## config.mk

```make
export PLATFORM = sky130hd
export DESIGN_NAME = blinkpat_decoder
export DESIGN_NICKNAME = d
export VERILOG_FILES = /design/src/rtl/blinkpat_decoder.sv
export SDC_FILE = /design/constraint.sdc
export NUM_CORES = 1
export LEC_CHECK = 0
export ABC_AREA = 1
export ABC_CLOCK_PERIOD_IN_PS = 4600
export BUFFER_PORTS_ARGS = -buffer_cell sky130_fd_sc_hd__buf_4
export CAP_MARGIN = 15
export CORE_MARGIN = 2
export CORE_UTILIZATION = 60
export DETAILED_ROUTE_END_ITERATION = 7
export GPL_TIMING_DRIVEN = 0
export PLACE_DENSITY_LB_ADDON = 0.25
export SYNTH_ARGS = -nofsm -noshare
export SYNTH_HDL_FRONTEND = slang
export SYNTH_SLANG_ARGS = --single-unit
```

## constraint.sdc

```tcl
create_clock -name CLK -period 4.6 [get_ports CLK]
set_input_delay 0.23 -clock CLK [delete_from_list [all_inputs] [get_ports CLK]]
set_output_delay 0.23 -clock CLK [all_outputs]
set_load 0.02 [all_outputs]
```

## src/rtl/blinkpat_decoder.sv

```systemverilog
// ---------------------------------------------------------------------------
// blinkpat_decoder
//   Receive side of the 8-step LED blink protocol. The 3-bit LED bus is
//   resynchronised, sampled once per step at mid-step, locked to the frame
//   sync (000 then 001), and steps 2..7 are checked against pattern A and
//   pattern B in parallel. Reports the running pattern and flags corrupt
//   frames.
//
// Parameters
//   STEP_CYCLES    CLK cycles per pattern step (matches transmitter divider)
//   SAMPLE_OFFSET  phase count at which a step is sampled; < STEP_CYCLES
//
// Ports
//   CLK        in   1  system clock
//   RST        in   1  synchronous reset, active-high
//   LED_IN     in   3  observed LED bus, asynchronous to CLK
//   LOCKED     out  1  good frame seen and no error since
//   PAT_ID     out  1  pattern of the last good frame (0 = A, 1 = B)
//   FRAME_OK   out  1  one-cycle pulse: frame matched A or B
//   FRAME_ERR  out  1  one-cycle pulse: frame failed while synced
//   STEP_IDX   out  3  step the FSM expects next (0 in HUNT)
// ---------------------------------------------------------------------------
module blinkpat_decoder #(
  parameter int STEP_CYCLES   = 67108864,
  parameter int SAMPLE_OFFSET = 33554432
) (
  input  logic       CLK,
  input  logic       RST,
  input  logic [2:0] LED_IN,
  output logic       LOCKED,
  output logic       PAT_ID,
  output logic       FRAME_OK,
  output logic       FRAME_ERR,
  output logic [2:0] STEP_IDX
);

  localparam int            PW           = (STEP_CYCLES > 1) ? $clog2(STEP_CYCLES) : 1;
  localparam logic [PW-1:0] PHASE_LAST   = PW'(STEP_CYCLES - 1);
  localparam logic [PW-1:0] PHASE_SAMPLE = PW'(SAMPLE_OFFSET);

  typedef enum logic [1:0] {HUNT, S0, S1, CHK} state_t;

  // Pattern A simply counts up through steps 2..7.
  function automatic logic [2:0] sym_a(input logic [2:0] step);
    return step;
  endfunction

  function automatic logic [2:0] sym_b(input logic [2:0] step);
    case (step)
      3'd2:    return 3'b011;
      3'd3:    return 3'b010;
      3'd4:    return 3'b110;
      3'd5:    return 3'b111;
      3'd6:    return 3'b101;
      3'd7:    return 3'b100;
      default: return 3'b000;
    endcase
  endfunction

  // -------------------------------------------------------------------------
  // Input synchroniser, edge detect and step phase counter
  // -------------------------------------------------------------------------
  logic [2:0]    led_meta, led_sync, led_prev;
  logic [PW-1:0] phase;
  logic          led_edge;
  logic          strobe;

  assign led_edge = (led_prev != led_sync);
  assign strobe   = (phase == PHASE_SAMPLE);

  // NOTE: sequential state uses non-blocking assignments so every register
  // samples the pre-edge values of its sources, independent of block order.
  always_ff @(posedge CLK) begin
    if (RST) begin
      led_meta <= '0;
      led_sync <= '0;
      led_prev <= '0;
      phase    <= '0;
    end else begin
      led_meta <= LED_IN;
      led_sync <= led_meta;
      led_prev <= led_sync;
      // Any symbol change re-centres the sampling point; a static symbol
      // lets the counter free-run so it is still sampled once per step.
      if (led_edge || phase == PHASE_LAST) phase <= '0;
      else                                 phase <= phase + PW'(1);
    end
  end

  // -------------------------------------------------------------------------
  // Frame FSM
  // -------------------------------------------------------------------------
  state_t     state_q, state_d;
  logic [2:0] step_q, step_d;
  logic       match_a_q, match_a_d, match_b_q, match_b_d;
  logic       locked_d, pat_d, ok_d, err_d;
  logic       hit_a, hit_b;

  always_ff @(posedge CLK) begin
    if (RST) begin
      state_q   <= HUNT;
      step_q    <= '0;
      match_a_q <= 1'b1;
      match_b_q <= 1'b1;
      LOCKED    <= 1'b0;
      PAT_ID    <= 1'b0;
      FRAME_OK  <= 1'b0;
      FRAME_ERR <= 1'b0;
    end else begin
      state_q   <= state_d;
      step_q    <= step_d;
      match_a_q <= match_a_d;
      match_b_q <= match_b_d;
      LOCKED    <= locked_d;
      PAT_ID    <= pat_d;
      FRAME_OK  <= ok_d;
      FRAME_ERR <= err_d;
    end
  end

  // Running match flags including the symbol being sampled now.
  assign hit_a = match_a_q & (led_sync == sym_a(step_q));
  assign hit_b = match_b_q & (led_sync == sym_b(step_q));

  // NOTE: every variable assigned here gets a default first, so no path
  // leaves one unassigned and no latch is inferred.
  always_comb begin
    state_d   = state_q;
    step_d    = step_q;
    match_a_d = match_a_q;
    match_b_d = match_b_q;
    locked_d  = LOCKED;
    pat_d     = PAT_ID;
    ok_d      = 1'b0;
    err_d     = 1'b0;

    if (strobe) begin
      case (state_q)
        HUNT: begin
          if (led_sync == 3'b000) state_d = S1;
        end
        S1: begin
          if (led_sync == 3'b001) begin
            state_d   = CHK;
            step_d    = 3'd2;
            match_a_d = 1'b1;
            match_b_d = 1'b1;
          end else if (led_sync != 3'b000) begin
            // Losing sync only counts as an error once we were locked.
            state_d  = HUNT;
            err_d    = LOCKED;
            locked_d = 1'b0;
          end
        end
        CHK: begin
          if (!hit_a && !hit_b) begin
            state_d  = HUNT;
            err_d    = 1'b1;
            locked_d = 1'b0;
          end else if (step_q == 3'd7) begin
            state_d  = S0;
            ok_d     = 1'b1;
            locked_d = 1'b1;
            pat_d    = ~hit_a;  // A wins when both still match
          end else begin
            step_d    = step_q + 3'd1;
            match_a_d = hit_a;
            match_b_d = hit_b;
          end
        end
        S0: begin
          if (led_sync == 3'b000) begin
            state_d = S1;
          end else begin
            state_d  = HUNT;
            err_d    = 1'b1;
            locked_d = 1'b0;
          end
        end
        default: state_d = HUNT;
      endcase
    end
  end

  always_comb begin
    STEP_IDX = 3'd0;
    case (state_q)
      S1:      STEP_IDX = 3'd1;
      CHK:     STEP_IDX = step_q;
      default: STEP_IDX = 3'd0;
    endcase
  end

endmodule

```

==> flow_summary.yaml, run 1 <==
logic_synthesis:
  ys_types: 40
  ys_top_cells_by_count: "nand2_1, nor2_1, inv_1, dfxtp_1, nand3_1"
  ys_ff_latch: 46
  synthesis.nets: 417
  ys_async_sr_fraction_pct: 0
  syn_area_per_cell_sq_um: 6.915
  synth-seq-area-share_pct: 33.38
  synth_area_sq_um: 2759
  synth_warnings: 0
  synthFlopType: "dfxtp_1"
  synthTopCellsByArea: "dfxtp_1, nand2_1, nor2_1"
  synth_enable_flop_cells: 0
  netlist_instances: 399
  yosys.area.top_type: "dfxtp_1"
  synth_most_common_cell: "nand2_1"
  synth_top_area_share_pct: 33.38
floorplan:
  die_w_um: 71.81
  core_area_sq_um: 4384
  start_util_pct: 62.93
  ioPinCount: 12
  die_h_um: 71.81
  dieArea_sq_um: 5157
  rows: 24
clock_network:
  tritoncts: "built"
  postCtsResizedCells: 0
  clkSlewWorstSetupHoldPaths_ns: 0.09
  insertion_delay_ns: 0.30
  cts_made_buffers: 5
  clockRootBuffer: "clkbuf_8"
  cts.hold.buffers_added: 0
  clk_path_buf_depth: 2
  htreeDepth: 2
  cts_setup_buffers: 0
  cts_sinks: 46
placement:
  dp_hpwl_um: 4609
  gp_congestion: 0.9181
  numPortBuffers: 11
drt:
  drt-total-wl_um: 5949
  routedWlPerCell_um: 12.66
  drt_iter0_markers: 219
  drc: 0
  vias_per_cell: 5.300
  vias: 2491
  ant_nets: 0
  first_pass_iters: 4
sta:
  drv_slew: 0
  min_period_ns: 2.041
  hold_viol: 0
  rsz0062_at_grt: "false"
  skew_ns: 0.01118
  timing.fmax_mhz: 490.1
  fin_crit_sh_pct: 44.36
  slew_headroom_pct: 70.48
  setup_viol: 0
  worst_slew_pin_slew_ns: 0.4427
  finalSetupTns_ns: 0
hold_path:
  hp-class: "in2reg"
  hp-start: "LED_IN[2]"
  whs_endpoint: "led_meta[2]"
  whs_path_depth: 3
layout:
  final.fill_count: 390
  area_growth_pct: 8.798
  layout.nets: 435
  final_util_pct: 68.46
  diodes: 0
  drive_gt1_share_pct: 13.40
worst_setup_path:
  r2r_end: "PAT_ID"
  cp-start-kind: "flip-flop"
  ff2ff_path_depth: 12
  critical_path_class: "reg2reg"
  end_kind: "flip-flop"
  arrival_ns: 2.24
  required_ns: 4.80
  critical_path_buf_inv_count: 2
  critPathMostFrequentCell: "nand2_1"
  critPathMaxStageDelay_ns: 0.48
  reg2reg_from: "step_q[1]"
  crit_path_cell_trace: "inv_1 > ha_1 > nand2_1 > nand3_1 > nor2_1 > nand3_1 > nand2_1 > inv_1 > nor3_1 > nand2_1 > nand2_1 > nor2_1"
  reg2reg_setup_slack_ns: 2.56
  crit_path_top_delay_cell: "dfxtp_1"
  crit_family: "simple AND/OR/NAND/NOR gates"
  crit_path_max_fanout: 7
power_and_ir_drop:
  p_per_area_nw_per_um2: 237.5
  finalPower_w: 0.0007130
  irDropWorstVdd_v: 0.0001875
  p_leak_nw: 1.266
grt:
  grt_max_degree: 15
  grt_pass1_wl_um: 10090
  first_global_vias: 2298
  overflow: 0
  track_usage_pct: 24.42
  grt_antenna_before_repair: 0
flow_run:
  max_cap_viol_count: 0
outcome:
  status: "finished clean"
[layout by cell type (no fill, tap or decap), types with 6 or more instances in the layout]
cell type	n
a21oi_2	10
buf_4	11
clkbuf_8	6
dfxtp_1	46
ha_1	13
inv_1	62
nand2_1	85
nand3_1	23
nand4_1	9
nor2_1	69
nor3_1	15
o21ai_0	9
xor2_1	10
[where the power goes]
part           switching [W]  internal, W  leakage (nW)
Clock               0.000138     0.000121        0.0472
Sequential        0.00000498     0.000403         0.372
Combinational      0.0000290    0.0000170         0.846
[logic make-up (layout without fill, tap and decap cells)]
logic type,Yosys count,count (layout),share of synthesized area (%)
flip-flops,46,46,33.38
buffers and inverters,72,91,10.52
adder cells (fa/ha/maj),13,13,5.896
XOR/XNOR,11,11,3.492
AO/OA/AOI/OAI,29,29,7.211
AND/OR/NAND/NOR,228,228,39.50
[flip-flops by register name, summed over array words and instances (netlist names)]
signal and count:
PAT_ID 1, FRAME_ERR 1, match_b_q 1, match_a_q 1, FRAME_OK 1, phase 26
LOCKED 1, led_meta 3, led_sync 3, step_q 3, led_prev 3, state_q 2
[worst max path at each step]
stage	startpoint	endpoint	slack [ns]	cells after the start
after global placement	step_q[1]	PAT_ID	2.67	12
after detailed placement	step_q[1]	PAT_ID	2.63	12
after global routing	step_q[1]	PAT_ID	2.36	13
after floorplan	step_q[1]	PAT_ID	2.89	12
after CTS	step_q[1]	PAT_ID	2.60	12
final	step_q[1]	PAT_ID	2.56	12
[layout make-up]
cell class,instances,area [sq um],share of cell area (%)
Clock buffer,6,82.58,2.751
Inverter,67,251.5,8.378
Multi-Input combinational cell,281,1548,51.56
Sequential cell,46,920.9,30.68
Clock inverter,2,12.51,0.4168
Tap cell,52,65.06,2.168
Timing Repair Buffer,11,82.58,2.751
Buffer,5,38.79,1.292
[per-stage QoR]
step / hold WS [ns] / area, sq um / setup WS [ns] / cells
CTS: 0.1246 / 3002 / 2.604 / 470
global route: 0.1224 / 3002 / 2.357 / 470
finish: 0.1362 / 3002 / 2.559 / 470
detailed placement: 0.3979 / 2907 / 2.630 / 462
floorplan: 0.3067 / 2759 / 2.887 / 399
global placement: 0.3909 / 2907 / 2.667 / 462
[worst min-delay path: stages]
cell and delay, ns:
buf_4 0.08, inv_1 0.03, nor2_1 0.07
[metal layers]
metal,share of wire (%),up-vias,global-route usage (%)
li1,-,1285,-
met5,0,-,0
met1,49,1144,34.30
met4,0.55,0,7.128
met3,4.6,4,4.641
met2,45,58,38.27
Power figures use the tool's default switching activity.
==> run 2, diff against run 1 <==
Settings changed: ABC_CLOCK_PERIOD_IN_PS 4600 to 2000.
Clock period 4.6 ns to 2 ns, I/O delays scaled along.
==> run 2 against run 1 <==
Net effect:
- routed wire length increased by 3.1%
- die area unchanged
- register-to-register slack got worse by 2.4 ns
- fmax increased by 8.4%
==> flow_summary.yaml, run 2 (synthesized netlist as in run 1, its figures left out) <==
outcome:
  status: "finished clean"
floorplan:
  die_h_um: 71.81
  rows: 24
  ioPinCount: 12
  start_util_pct: 62.93
  core_area_sq_um: 4384
  die_w_um: 71.81
  dieArea_sq_um: 5157
placement:
  gp_congestion: 0.9181
  postPlaceCellArea_sq_um: 2907
  dp_hpwl_um: 4609
  numPortBuffers: 11
layout:
  final_cell_mix: "nand2_1, nor2_1, inv_1"
  layout.nets: 440
  seq_area_sq_um: 929.6
  regMostFlops: "phase"
  final_common_cell: "nand2_1"
  multi_input_area_sq_um: 1568
  area_growth_pct: 11.38
  stdcell_area_sq_um: 3073
  final_util_pct: 70.09
  drive_gt1_share_pct: 15.60
  diodes: 0
  largest_register_ffs: 26
  final.fill_count: 380
sta:
  rsz0062_at_grt: "false"
  min_period_ns: 1.882
  timing.fmax_mhz: 531.3
  skew_ns: 0.01575
  worst_slew_pin_slew_ns: 0.4468
  drv_slew: 0
  setup_viol: 0
  fin_hold_ws_ns: 0.003503
  fin_crit_sh_pct: 94.11
  hold_viol: 0
  slew_headroom_pct: 70.22
  finalSetupTns_ns: 0
power_and_ir_drop:
  finalPower_w: 0.001649
  comb_power_share_pct: 6.7
  p_leak_nw: 1.296
  pwr-share-clk_pct: 36.5
  p_sw_w: 0.0004051
  share_seq_of_total_power_pct: 56.7
  sw_frac_of_total_pct: 24.56
  intPower_w: 0.001244
  p_per_area_nw_per_um2: 536.8
  irDropWorstVdd_v: 0.0004447
worst_setup_path:
  critical_path_buf_inv_count: 2
  end_kind: "flip-flop"
  ff2ff_path_depth: 11
  crit_path_max_fanout: 10
  critical_path_class: "reg2reg"
  crit_family: "simple AND/OR/NAND/NOR gates"
  required_ns: 2.19
  crit_path_top_delay_cell: "dfxtp_1"
  critPathMaxStageDelay_ns: 0.41
  cp_num_cells: 11
  arrival_ns: 2.07
  cp-start-kind: "flip-flop"
  crit_path_cell_trace: "ha_1 > nand2_1 > inv_2 > nand2_4 > nor2_8 > nand3_4 > nor2_4 > nand4_2 > nand3_4 > buf_8 > a21oi_2"
  critPathMostFrequentCell: "nand3_4"
grt:
  track_usage_pct: 24.74
  first_global_vias: 2310
  overflow: 0
  grt_pass1_wl_um: 10210
  grt_max_degree: 15
  grt_antenna_before_repair: 0
clock_network:
  clockRootBuffer: "clkbuf_8"
  htreeDepth: 2
  clkSlewWorstSetupHoldPaths_ns: 0.08
  cts_made_buffers: 5
  tritoncts: "built"
  cts_sinks: 46
  insertion_delay_ns: 0.30
  clk_path_buf_depth: 2
drt:
  vias_per_cell: 5.341
  vias: 2537
  ant_nets: 0
  drt-total-wl_um: 6135
  routedWlPerCell_um: 12.92
  first_pass_iters: 5
  drc: 0
  drt_iter0_markers: 224
flow_run:
  max_cap_viol_count: 0
hold_path:
  hp-class: "in2reg"
  whs_path_depth: 3
## run 2: cell count changes in the layout (fill, tap and decap cells not counted), sizes merged
cell         before  now
buf              14   17
dlygate4sd3       0    2
## run 2: final timing paths
kind          startpoint          end  slack [ns]
max             phase[1]    phase[10]        0.12
min            LED_IN[2]  led_meta[2]       0.004
max reg2reg     phase[1]    phase[10]        0.12
min reg2reg  led_meta[2]  led_sync[2]        0.41
## run 2: area by class of cell
class	instances	area share, %
buffer	5	1.262
clock buffer	6	2.687
clock inverter	2	0.4072
inverter	67	8.184
multi-input combinational	281	51.02
sequential	46	30.25
tap	52	2.117
timing repair buffer	16	4.072
## run 2: per-stage QoR
stage,std cells,setup slack (ns)
2_1_floorplan,399,0.2874
3_3_place_gp,462,0.06698
3_5_place_dp,462,0.02993
4_1_cts,472,0.004350
5_1_grt,475,0.003414
6_report,475,0.1178
## run 2: worst register-to-register path, cell delays in order (launching register included)
cell	delay (ns)
dfxtp_1	0.41
ha_1	0.21
nand2_1	0.07
inv_2	0.08
nand2_4	0.07
nor2_8	0.13
nand3_4	0.09
nor2_4	0.14
nand4_2	0.14
nand3_4	0.18
buf_8	0.19
a21oi_2	0.05
## run 2: repair_timing
action	in CTS	in global routing
setup endpoints to repair	0	23
buffers inserted	0	3
hold endpoints to repair	2	0
resized for setup	0	9
hold buffers	2	0
## run 2: per-layer routing
layer | wire length [um] | up-vias | GRT usage, %
met5 | 0 | - | 0
met3 | 324 | 5 | 4.641
li1 | - | 1296 | -
met1 | 2922 | 1168 | 34.47
met2 | 2849 | 68 | 39.20
met4 | 39 | 0 | 7.128
## run 2: power groups by stage
stage               clock (W)  combinational (W)  sequential (W)
finish               0.000603           0.000111        0.000935
global route         0.000644           0.000122        0.000938
CTS                  0.000612           0.000109        0.000938
detailed placement          0           0.000106        0.000959
global placement            0           0.000104        0.000959
floorplan                   0          0.0000770        0.000957
==> run 3, diff against run 2 <==
Settings changed: PLACE_DENSITY from default to 0.78, PLACE_DENSITY_LB_ADDON 0.25 to default, RECOVER_POWER from default to 100.
==> run 3 against run 2 <==
Net effect:
- sequential power barely moved
- worst setup slack improved by 0.017 ns
- flip-flop and latch count did not move
- critical endpoint is now phase[21]
- final area fell by 0.98%
- via count rose by 0.75%
- fmax rose by 0.91%
- worst hold slack improved by 0.0030 ns
- total power rose by 15%
- sequential share of layout area rose by 0.30 points
- clock skew fell by 0.010 ns
==> flow_summary.yaml, run 3 (synthesized netlist as in run 1, its figures left out) <==
outcome:
  status: "finished clean"
clock_network:
  cts_made_buffers: 5
  insertion_delay_ns: 0.30
  tritoncts: "built"
  cts_sinks: 46
  clk_path_buf_depth: 2
  clkSlewWorstSetupHoldPaths_ns: 0.09
  htreeDepth: 2
  clockRootBuffer: "clkbuf_8"
drt:
  wl_met1_um: 2914
  ant_nets: 0
  routedWlPerCell_um: 12.67
  vias_per_cell: 5.392
  drt_iter0_markers: 189
  dr_wl_met3_um: 370
  drt-total-wl_um: 6006
  wl_met2_um: 2672
  vias: 2556
  top_layer_used: "met4"
  drc: 0
  first_pass_iters: 5
sta:
  timing.fmax_mhz: 536.1
  setup_viol: 0
  hold_viol: 0
  fin_crit_sh_pct: 93.26
  slew_headroom_pct: 71.72
  min_period_ns: 1.865
  skew_ns: 0.005296
  finalSetupTns_ns: 0
  fin_hold_ws_ns: 0.006540
  rsz0062_at_grt: "false"
  worst_slew_pin_slew_ns: 0.4243
  drv_slew: 0
floorplan:
  ioPinCount: 12
  die_w_um: 71.81
  start_util_pct: 62.93
  dieArea_sq_um: 5157
  rows: 24
  die_h_um: 71.81
  core_area_sq_um: 4384
power_and_ir_drop:
  p_per_area_nw_per_um2: 624.2
  irDropWorstVdd_v: 0.0005541
  p_leak_nw: 1.287
grt:
  grt_pass1_wl_um: 10390
  first_global_vias: 2251
  grt_max_degree: 15
  overflow: 0
  track_usage_pct: 25.32
  grt_antenna_before_repair: 0
layout:
  regMostFlops: "phase"
  layout.nets: 439
  final_util_pct: 69.41
  largest_register_ffs: 26
  drive_gt1_share_pct: 11.37
  area_growth_pct: 10.29
  diodes: 0
  final_common_cell: "nand2_1"
  final_cell_mix: "nand2_1, nor2_1, inv_1"
worst_setup_path:
  critical_path_buf_inv_count: 2
  critPathMostFrequentCell: "nand3_4"
  critical_path_class: "reg2reg"
  required_ns: 2.19
  crit_path_max_fanout: 10
  critPathMaxStageDelay_ns: 0.42
  cp-start-kind: "flip-flop"
  crit_family: "simple AND/OR/NAND/NOR gates"
  arrival_ns: 2.05
  end_kind: "flip-flop"
  crit_path_cell_trace: "ha_1 > nand2_1 > inv_2 > nand2_4 > nor2_8 > nand3_4 > nor2_4 > nand4_2 > nand3_4 > buf_8 > a21oi_2"
  crit_path_top_delay_cell: "dfxtp_1"
flow_run:
  max_cap_viol_count: 0
placement:
  dp_hpwl_um: 4485
  gp_congestion: 0.9180
  numPortBuffers: 11
hold_path:
  hp-class: "in2reg"
==> run 3: timing repair <==
item	in CTS	in global routing
hold endpoints to repair	3	0
setup endpoints to repair	0	18
hold buffers	3	0
resized for setup	0	8
setup buffers	0	1
==> run 3: worst reg2reg max path, stage by stage, from the launching register on <==
cell	delay, ns
dfxtp_1	0.42
ha_1	0.20
nand2_1	0.07
inv_2	0.08
nand2_4	0.07
nor2_8	0.13
nand3_4	0.10
nor2_4	0.14
nand4_2	0.14
nand3_4	0.19
buf_8	0.18
a21oi_2	0.05
==> run 3: worst paths after layout <==
check              startpoint          end  slack [ns]  cells after the start
setup / recovery     phase[1]    phase[21]        0.13                     11
hold / removal      LED_IN[2]  led_meta[2]       0.007                      3
setup reg to reg     phase[1]    phase[21]        0.13                     11
hold reg to reg   led_meta[0]  led_sync[0]        0.41                      2
==> run 3: layer usage <==
layer	global-route usage, %	vias up
li1	-	1292
met1	37.65	1184
met2	37.55	75
met3	5.063	5
met4	6.289	0
met5	0	-
==> run 3: layout make-up <==
cell class,instances,area (sq um)
Clock buffer,6,82.58
Buffer,5,38.79
Tap cell,52,65.06
Clock inverter,2,60.06
Fill cell,395,1341
Timing Repair Buffer,15,91.34
Sequential cell,46,929.6
Multi-Input combinational cell,281,1524
Inverter,67,251.5
==> run 3: per-stage QoR <==
step	worst slack [ns]	instance area (sq um)	power, W	instances
finish	0.1348	3043	0.001899	474
global route	0.001396	3043	0.001974	474
CTS	0.01989	3079	0.001916	473
detailed placement	0.04287	2907	0.001064	462
global placement	0.06393	2907	0.001063	462
floorplan	0.2874	2759	0.001034	399
==> run 3: where the power goes <==
| group | switching [W] | internal [W] |
|---|---|---|
| combinational | 0.0000664 | 0.0000421 |
| sequential | 0.0000115 | 0.000924 |
| clock | 0.000322 | 0.000533 |
| total | 0.000400 | 0.00150 |
